[src/rtl/pipe_hazard_ctrl_pkg.sv]
// Shared constants and types for the pipeline hazard controller.
//   RegAddrW  : GPR address width
//   StallW    : per-stage stall vector width, [0]pc [1]if [2]id [3]ex [4]mem [5]wb
//   Stall*    : stall vector patterns (hold nothing / hold up to ID / hold up to EX)
//   McKind*   : multi-cycle operation kind encodings
//   state_e   : controller FSM states
package pipe_hazard_ctrl_pkg;

  localparam int unsigned RegAddrW = 5;
  localparam int unsigned StallW   = 6;

  localparam logic [StallW-1:0] StallNone = 6'b000000;
  localparam logic [StallW-1:0] StallId   = 6'b000111;
  localparam logic [StallW-1:0] StallEx   = 6'b001111;

  localparam logic McKindMul = 1'b0;
  localparam logic McKindDiv = 1'b1;

  typedef enum logic {
    StRun  = 1'b0,
    StMcyc = 1'b1
  } state_e;

endpackage

[src/rtl/pipe_hazard_ctrl_mc_countdown.sv]
// Multi-cycle operation countdown: load, decrement, and last-cycle flag.
// Ports:
//   clk        : rising-edge clock
//   rst        : synchronous active-high reset, clears the count
//   load_i     : load load_val_i (highest priority after clr_i)
//   load_val_i : value loaded on load_i
//   dec_i      : decrement by one (holds at zero)
//   clr_i      : clear count to zero
//   cnt_o      : current count
//   last_o     : count equals one (final cycle of the operation)
module pipe_hazard_ctrl_mc_countdown #(
  parameter int unsigned CntW = 6
) (
  input  logic            clk,
  input  logic            rst,
  input  logic            load_i,
  input  logic [CntW-1:0] load_val_i,
  input  logic            dec_i,
  input  logic            clr_i,
  output logic [CntW-1:0] cnt_o,
  output logic            last_o
);

  logic [CntW-1:0] cnt_q, cnt_d;

  always_comb begin
    cnt_d = cnt_q;
    if (clr_i) begin
      cnt_d = '0;
    end else if (load_i) begin
      cnt_d = load_val_i;
    end else if (dec_i && (cnt_q != '0)) begin
      cnt_d = cnt_q - CntW'(1);
    end
  end

  always_ff @(posedge clk) begin
    if (rst) begin
      cnt_q <= '0;
    end else begin
      cnt_q <= cnt_d;
    end
  end

  assign cnt_o  = cnt_q;
  assign last_o = (cnt_q == CntW'(1));

endmodule

[src/rtl/pipe_hazard_ctrl.sv]
// Pipeline sequencing controller for the 5-stage MIPS32 CPU: load-use hazard
// detection, EX hold for multi-cycle MULT/DIV, and exception flush.
// Priority: exception flush > multi-cycle > load-use.
// Optional feature macro: STALL_STATS_EN enables a saturating count of cycles
// with any stage stalled on stall_cnt_o; otherwise stall_cnt_o is tied to zero.
// Ports:
//   clk, rst                  : clock, synchronous active-high reset
//   id_re{1,2}_i/raddr{1,2}_i : ID register read ports
//   ex_wreg_i/ex_waddr_i      : EX destination GPR write
//   ex_is_load_i              : EX holds a load
//   ex_mc_start_i/kind_i      : start multi-cycle op (0=MULT, 1=DIV)
//   exc_flush_i               : exception/ERET flush request
//   stall_o                   : per-stage hold vector
//   flush_o                   : clear all pipeline registers
//   mc_done_o                 : one-cycle pulse, EX multi-cycle result valid
//   busy_o                    : multi-cycle op in progress
//   stall_cnt_o               : stall-cycle statistic
module pipe_hazard_ctrl
  import pipe_hazard_ctrl_pkg::*;
#(
  parameter int unsigned MUL_CYCLES = 3,
  parameter int unsigned DIV_CYCLES = 34,
  parameter int unsigned CNT_W      = 6
) (
  input  logic                clk,
  input  logic                rst,
  input  logic                id_re1_i,
  input  logic [RegAddrW-1:0] id_raddr1_i,
  input  logic                id_re2_i,
  input  logic [RegAddrW-1:0] id_raddr2_i,
  input  logic                ex_wreg_i,
  input  logic [RegAddrW-1:0] ex_waddr_i,
  input  logic                ex_is_load_i,
  input  logic                ex_mc_start_i,
  input  logic                ex_mc_kind_i,
  input  logic                exc_flush_i,
  output logic [StallW-1:0]   stall_o,
  output logic                flush_o,
  output logic                mc_done_o,
  output logic                busy_o,
  output logic [31:0]         stall_cnt_o
);

  // The start cycle itself is one cycle of occupancy, so load N-1.
  localparam logic [CNT_W-1:0] MulLoad = CNT_W'(MUL_CYCLES - 1);
  localparam logic [CNT_W-1:0] DivLoad = CNT_W'(DIV_CYCLES - 1);

  state_e           state_q, state_d;
  logic             cnt_load, cnt_dec, cnt_clr, cnt_last;
  logic [CNT_W-1:0] cnt_load_val, cnt;
  logic             load_use;

  // $0 is hardwired, so a load targeting it never creates a hazard.
  assign load_use = ex_is_load_i & ex_wreg_i & (ex_waddr_i != '0) &
                    ((id_re1_i & (id_raddr1_i == ex_waddr_i)) |
                     (id_re2_i & (id_raddr2_i == ex_waddr_i)));

  pipe_hazard_ctrl_mc_countdown #(
    .CntW (CNT_W)
  ) u_mc_countdown (
    .clk        (clk),
    .rst        (rst),
    .load_i     (cnt_load),
    .load_val_i (cnt_load_val),
    .dec_i      (cnt_dec),
    .clr_i      (cnt_clr),
    .cnt_o      (cnt),
    .last_o     (cnt_last)
  );

  always_comb begin
    state_d      = state_q;
    stall_o      = StallNone;
    flush_o      = 1'b0;
    mc_done_o    = 1'b0;
    busy_o       = 1'b0;
    cnt_load     = 1'b0;
    cnt_load_val = MulLoad;
    cnt_dec      = 1'b0;
    cnt_clr      = 1'b0;
    if (rst) begin
      state_d = StRun;
    end else if (exc_flush_i) begin
      // Aborts any in-flight op without a done pulse.
      flush_o = 1'b1;
      cnt_clr = 1'b1;
      state_d = StRun;
    end else begin
      unique case (state_q)
        StRun: begin
          if (ex_mc_start_i) begin
            stall_o      = StallEx;
            cnt_load     = 1'b1;
            cnt_load_val = (ex_mc_kind_i == McKindDiv) ? DivLoad : MulLoad;
            state_d      = StMcyc;
          end else if (load_use) begin
            stall_o = StallId;
          end
        end
        StMcyc: begin
          // ex_mc_start_i is ignored here: EX re-presents the held instruction.
          busy_o = 1'b1;
          if (cnt_last) begin
            mc_done_o = 1'b1;
            cnt_clr   = 1'b1;
            state_d   = StRun;
          end else begin
            stall_o = StallEx;
            cnt_dec = 1'b1;
          end
        end
        default: state_d = StRun;
      endcase
    end
  end

  always_ff @(posedge clk) begin
    if (rst) begin
      state_q <= StRun;
    end else begin
      state_q <= state_d;
    end
  end

`ifdef STALL_STATS_EN
  logic [31:0] stall_cnt_q, stall_cnt_d;

  always_comb begin
    stall_cnt_d = stall_cnt_q;
    if ((stall_o != StallNone) && (stall_cnt_q != 32'hFFFF_FFFF)) begin
      stall_cnt_d = stall_cnt_q + 32'd1;
    end
  end

  always_ff @(posedge clk) begin
    if (rst) begin
      stall_cnt_q <= 32'h0;
    end else begin
      stall_cnt_q <= stall_cnt_d;
    end
  end

  assign stall_cnt_o = stall_cnt_q;
`else
  assign stall_cnt_o = 32'h0;
`endif

  // Count value is only consumed through last_o; keep it observable for debug.
  logic unused_cnt;
  assign unused_cnt = ^cnt;

endmodule

[config.mk]
export PLATFORM = sky130hd
export DESIGN_NAME = pipe_hazard_ctrl
export DESIGN_NICKNAME = d
export VERILOG_FILES = /design/src/rtl/pipe_hazard_ctrl_pkg.sv /design/src/rtl/pipe_hazard_ctrl_mc_countdown.sv /design/src/rtl/pipe_hazard_ctrl.sv
export SDC_FILE = /design/constraint.sdc
export NUM_CORES = 1
export LEC_CHECK = 0
export BUFFER_PORTS_ARGS = -buffer_cell sky130_fd_sc_hd__buf_2
export CAP_MARGIN = 30
export CORE_MARGIN = 2
export CORE_UTILIZATION = 36
export DETAILED_ROUTE_END_ITERATION = 10
export GPL_ROUTABILITY_DRIVEN = 0
export PLACE_DENSITY = 0.83
export SKIP_CTS_REPAIR_TIMING = 1
export SLEW_MARGIN = 40
export SYNTH_ARGS = -nofsm -noshare
export SYNTH_HDL_FRONTEND = slang
export SYNTH_SLANG_ARGS = --single-unit
export TNS_END_PERCENT = 30
[constraint.sdc]
create_clock -name clk -period 1.7 [get_ports clk]
set_clock_uncertainty 0.2 [all_clocks]
set_input_delay 0.085 -clock clk [delete_from_list [all_inputs] [get_ports clk]]
set_output_delay 0.085 -clock clk [all_outputs]
set_load 0.02 [all_outputs]
==> reports/metrics.cfg, run 1 <==
[outcome]
status=complete, but fails checks
violations=negative hold slack, negative setup slack

[setup_path]
reg2reg_slack_ps=-50
crit_type=reg -> out
arrival_ps=1660
start_kind=flip-flop
max_stage_delay_ps=390
critical_path.startpoint=u_mc_countdown.cnt_o[1]
rr_startpoint=u_mc_countdown.cnt_o[1]
crit_chain=inv_1 > ha_1 > a311oi_2 > a31o_4 > buf_2
cp_max_fo=4
end_kind=primary output
critPathSlowestCell=a311oi_2
crit_required_ps=1410

[global_routing]
grt.overflow.total=0
first_global_vias=680
grt_use_total_pct=12.4
grt_max_degree=9
grt_pass1_wl_um=2580
antenna_found_initial=0

[power_and_ir_drop]
combPwrFrac_pct=37.3
power_switching_mw=0.200
power_frac_seq_pct=32.5
clockPowerShare_pct=30.2
powerDensity_nw_per_um2=508
p_int_mw=0.323
power_mw=0.524
switching_share_pct=38.3
p_leak_nw=0.519
ir_drop_mv=0.347

[cts]
cts_buffer_depth=2
path_clk_slew_ps=50
ctsHtreeMaxLevel=1
cts_buffers=3
cts_tree=yes
root_buffer=clkbuf_4
clk_latency_ps=260
cts_num_sinks=7

[timing]
post-route-period-util_pct=114
setup_violations=5
fmax_mhz=515
drv_slew=0
timing.final.ws_setup_ps=-242
hold_viol=1
fin_hold_ws_ps=-4.55
rsz0062_at_grt=yes
fin_crit_ps=1940
fin_setup_tns_ps=-801

[min_path]
hold_start=ex_mc_kind_i
hold_class=in -> reg

[final_layout]
area_growth_pct=21.2
layout.nets=172
layout_common_cells=conb_1 (34), buf_2 (28), xnor2_1 (11), buf_4 (11)
register_area_um2=143
final_common_cell=conb_1
drive_gt1_share_pct=36.6
antenna_cells=0
multi_input_area_um2=586
nFillCells=241

[floorplanning]
start_util_pct=38.1
dieArea_um2=2770
fp.coreArea_um2=2230
die_x_um=52.6
num_rows=17
fp.dieH_um=52.6
ioPinCount=65

[detailed_routing]
antenna_left=0
firstDrtPassIters=4
routed_wl_um=1810
wl_per_cell_um=10.5
routed_via_density=4.36
vias=754
remaining_drc_errors=0
drtIter0Drc=13

[synthesis]
ys_seq_area_share_pct=16.5
synth_area_um2=851
avgSynthCellArea_um2=8.18
synth_area_leader_cell=buf_4
yosysTopAreaCellShare_pct=31.8
ys_types=31
synth_cells=104
ys_warn_count=0
synth_area_leaders=buf_4 (32%), dfxtp_1 (16%), xnor2_1 (11%)
ys_seq_elements=7

[place]
dp_hpwl_um=1500
port_buffers=30
place_ws_ps=-33.3

[flow_run]
max_cap_violations=0

## worst max-delay path: cells and delay by family, from the launching register on
family | cells | cell delay (ps)
AOI/OAI and AO/OA | 2 | 600
adders and majority gates | 1 | 230
buffers and inverters | 2 | 230
DFF | 1 | 340
## through the flow
stage | util, % | instance area (um2) | cells | hold WS (ps)
floorplan | - | 998 | 137 | 28.1
global placement | 44.3 | 988 | 169 | 237
detailed placement | 44.3 | 988 | 169 | 252
CTS | 45.4 | 1010 | 173 | -9.36
global route | 46.2 | 1030 | 173 | 5.80
finish | 46.2 | 1030 | 173 | -4.55
## cell families after synthesis
| family | Yosys count | share of synthesized area, % |
|---|---|---|
| flip-flops | 7 | 16.5 |
| multiplexers | 1 | 1.18 |
| buffers and inverters | 38 | 32.6 |
| AO/OA/AOI/OAI | 13 | 13.1 |
| AND/OR/NAND/NOR | 29 | 19.9 |
| adder cells (fa/ha/maj) | 2 | 2.94 |
| XOR/XNOR | 13 | 13.4 |
| other | 1 | 0.441 |
## worst paths after layout
kind,endpoint,cells after the start
worst max-delay path,stall_o[0],5
worst min-delay path,u_mc_countdown.cnt_o[0],3
worst max register to register,u_mc_countdown.cnt_o[1],6
worst min register to register,u_mc_countdown.cnt_o[4],2
## per-layer routing
layer / global-route usage [%] / wire, um / vias up
li1: - / - / 373
met1: 12.2 / 669 / 335
met2: 25.0 / 986 / 46
met3: 3.43 / 157 / 0
met4: 2.56 / 0 / 0
met5: 0 / 0 / -
## power by group through the flow
stage	Sequential (mW)	Combinational, mW	Clock [mW]
finish	0.170	0.195	0.158
global placement	0.173	0.188	0
CTS	0.170	0.192	0.163
floorplan	0.173	0.195	0
detailed placement	0.173	0.190	0
global route	0.170	0.212	0.167
## sequential cells by signal, indices dropped and copies added, names as in the netlist
register              cells
state_q                   1
u_mc_countdown.cnt_o      6
## layout make-up
type / instances / share of cell area (%)
Clock buffer: 4 / 2.55
Inverter: 2 / 0.728
Multi-Input combinational cell: 92 / 56.8
Sequential cell: 7 / 13.8
Tap cell: 28 / 3.40
Timing Repair Buffer: 40 / 22.7
## cell usage after synthesis
cell type	n
buf_4	36
xnor2_1	11
dfxtp_1	7
nand4_1	5
nor2_1	5
nor3_1	5
nand2_1	4
a21o_1	2
and3_1	2
ha_1	2
inv_1	2
o21ai_0	2
or3_1	2
xor2_1	2
a21oi_1	1
a21oi_2	1
a311oi_2	1
a31o_2	1
conb_1	1
mux2i_1	1
nand2b_1	1
nand3_1	1
nor2b_1	1
nor3b_4	1
nor4_1	1
o211ai_1	1
o21ai_4	1
o22ai_1	1
o311a_1	1
o31a_1	1
or4_4	1
Power figures use the tool's default switching activity.
==> inputs of run 2 (changes only) <==
--- a/config.mk
+++ b/config.mk
@@ -7,11 +7,15 @@
 export LEC_CHECK = 0
 export BUFFER_PORTS_ARGS = -buffer_cell sky130_fd_sc_hd__buf_2
 export CAP_MARGIN = 30
+export CELL_PAD_IN_SITES_DETAIL_PLACEMENT = 0
+export CELL_PAD_IN_SITES_GLOBAL_PLACEMENT = 1
 export CORE_MARGIN = 2
-export CORE_UTILIZATION = 36
+export CORE_UTILIZATION = 24
+export CTS_CLUSTER_DIAMETER = 200
 export DETAILED_ROUTE_END_ITERATION = 10
 export GPL_ROUTABILITY_DRIVEN = 0
 export PLACE_DENSITY = 0.83
+export SETUP_SLACK_MARGIN = 0.02
 export SKIP_CTS_REPAIR_TIMING = 1
 export SLEW_MARGIN = 40
 export SYNTH_ARGS = -nofsm -noshare
==> run 2 against run 1 <==
The run still ends with negative hold slack, negative setup slack left. Core utilization fell by 13 points. Non-clock buffer count increased by 3. Sequential power is essentially flat. Design area rose by 7.0%. Critical path type unchanged. Largest cell class unchanged. Largest power group unchanged.
==> reports/metrics.cfg, run 2 (synthesis gave the netlist of run 1 again) <==
[floorplanning]
die_x_um=63.5  ; +21%
dieArea_um2=4040  ; +46%
fp.dieH_um=63.5  ; +21%
num_rows=21  ; +4
ioPinCount=65  ; unchanged
fp.coreArea_um2=3360  ; +51%
start_util_pct=25.3  ; -13 points

[power_and_ir_drop]
power_switching_mw=0.205  ; +2.1%
switching_share_pct=38.5  ; +0.22 points
power_frac_seq_pct=32.0  ; -0.5 points
ir_drop_mv=0.149  ; -57%
p_int_mw=0.327  ; +1.2%
combPwrFrac_pct=38.0  ; +0.7 points
power_mw=0.531  ; +1.5%
p_leak_nw=0.537  ; +3.6%
clockPowerShare_pct=30.0  ; -0.2 points
powerDensity_nw_per_um2=482  ; -5.2%

[setup_path]
arrival_ps=1640  ; -20 ps
crit_chain=nor4_4 > a311oi_2 > buf_4 > a31o_4 > buf_6
worst-path-buf-inv=2  ; unchanged
crit_required_ps=1410  ; about the same
cp_top_family=compound AO/OA/AOI/OAI gates
critical_path.startpoint=u_mc_countdown.cnt_o[5]
crit_type=reg -> out
end_kind=primary output
max_stage_delay_ps=350  ; -40 ps
cp_max_fo=4  ; unchanged
rr_startpoint=u_mc_countdown.cnt_o[0]
start_kind=flip-flop
reg2reg_slack_ps=10  ; +60 ps
critPathSlowestCell=nor4_4

[final_layout]
nFillCells=392  ; +63%
area_growth_pct=29.7
fin_util_pct=32.8  ; -13 points
drive_gt1_share_pct=40.5  ; +4.0 points
layout.nets=175  ; +1.7%
final_common_cell=conb_1
largest_reg_flops=6  ; unchanged
layout.cells.non_filler=194  ; +12%
antenna_cells=0  ; unchanged
layout_common_cells=conb_1 (34), buf_2 (26), buf_4 (12)

[global_routing]
grt.overflow.total=0  ; unchanged
first_global_vias=644  ; -5.3%
antenna_found_initial=0  ; unchanged
grt_use_total_pct=8.90  ; -3.5 points
grt_max_degree=6  ; -3
grt_pass1_wl_um=2750  ; +6.4%

[cts]
path_clk_slew_ps=60  ; about the same
cts_buffer_depth=2  ; unchanged
cts_tree=yes
clk_latency_ps=260  ; about the same
root_buffer=clkbuf_4
ctsHtreeMaxLevel=1  ; unchanged
cts_num_sinks=7  ; unchanged
cts_buffers=3  ; unchanged

[detailed_routing]
routed_wl_um=1730  ; -4.4%
vias=741  ; -1.7%
routed_via_density=3.82  ; -12%
wl_per_cell_um=8.94  ; -15%
remaining_drc_errors=0  ; unchanged
antenna_left=0  ; unchanged
firstDrtPassIters=4  ; unchanged
drtIter0Drc=27  ; +14

[timing]
fin_hold_ws_ps=-6.83  ; -2.29 ps
hold_viol=3  ; +2
drv_slew=0  ; unchanged
fin_crit_ps=1930  ; -12.4 ps
post-route-period-util_pct=113  ; -0.73 points
fmax_mhz=518  ; +0.64%
setup_violations=4  ; -1
rsz0062_at_grt=yes
timing.final.ws_setup_ps=-229  ; +12.4 ps

[flow_run]
max_cap_violations=0  ; unchanged

[outcome]
violations=negative hold slack, negative setup slack
status=complete, but fails checks

[place]
dp_hpwl_um=1480  ; -1.5%
port_buffers=30  ; unchanged
dp_cells=188  ; +11%

[min_path]
hold_start=ex_mc_kind_i
hold_class=in -> reg

run 2: changes by cell type in the layout (fill, tap and decap cells not counted), sizes merged:
| cell | change |
|---|---|
| buf | +3 |
| clkbuf | -1 |
| clkinv | +1 |
run 2: layout make-up:
| type | count | area (um2) | share of cell area, % |
|---|---|---|---|
| multi-input combinational | 92 | 591 | 53.5 |
| timing repair buffer | 43 | 277 | 25.1 |
| sequential | 7 | 144 | 13.0 |
| tap | 46 | 57.6 | 5.22 |
| clock buffer | 3 | 22.5 | 2.04 |
| inverter | 2 | 7.51 | 0.680 |
| clock inverter | 1 | 5.00 | 0.454 |
run 2: through the flow:
step | instance area (um2) | setup WS (ps) | TNS [ps]
after floorplan | 1010 | 14.3 | 0
after global placement | 1020 | 3.49 | 0
after detailed placement | 1020 | -5.27 | -5.27
after CTS | 1050 | -266 | -873
after global routing | 1100 | -322 | -1210
final | 1100 | -229 | -699
run 2: worst paths after layout:
kind,end,depth (start not counted)
worst min register to register,u_mc_countdown.cnt_o[4],1
worst max-delay path,stall_o[0],5
worst min-delay path,u_mc_countdown.cnt_o[0],3
worst max register to register,u_mc_countdown.cnt_o[1],6
run 2: tightest hold or removal path, delay by kind of cell:
kind	cells	cell delay, ps
AO/OA/AOI/OAI	2	250
buffers and inverters	1	90
run 2: metal layers:
layer	GRT usage, %	vias to the layer above	part of all wire, %
met3	4.29	4	10
met2	13.3	36	46
met1	10.4	323	42
li1	-	378	-
met5	0	-	0
met4	4.89	0	2.2
run 2: power groups by stage:
stage	clock network, mW	registers [mW]	logic, mW
after global routing	0.182	0.170	0.219
after detailed placement	0	0.173	0.190
final	0.160	0.170	0.202
after floorplan	0	0.173	0.198
after CTS	0.167	0.170	0.191
after global placement	0	0.173	0.190
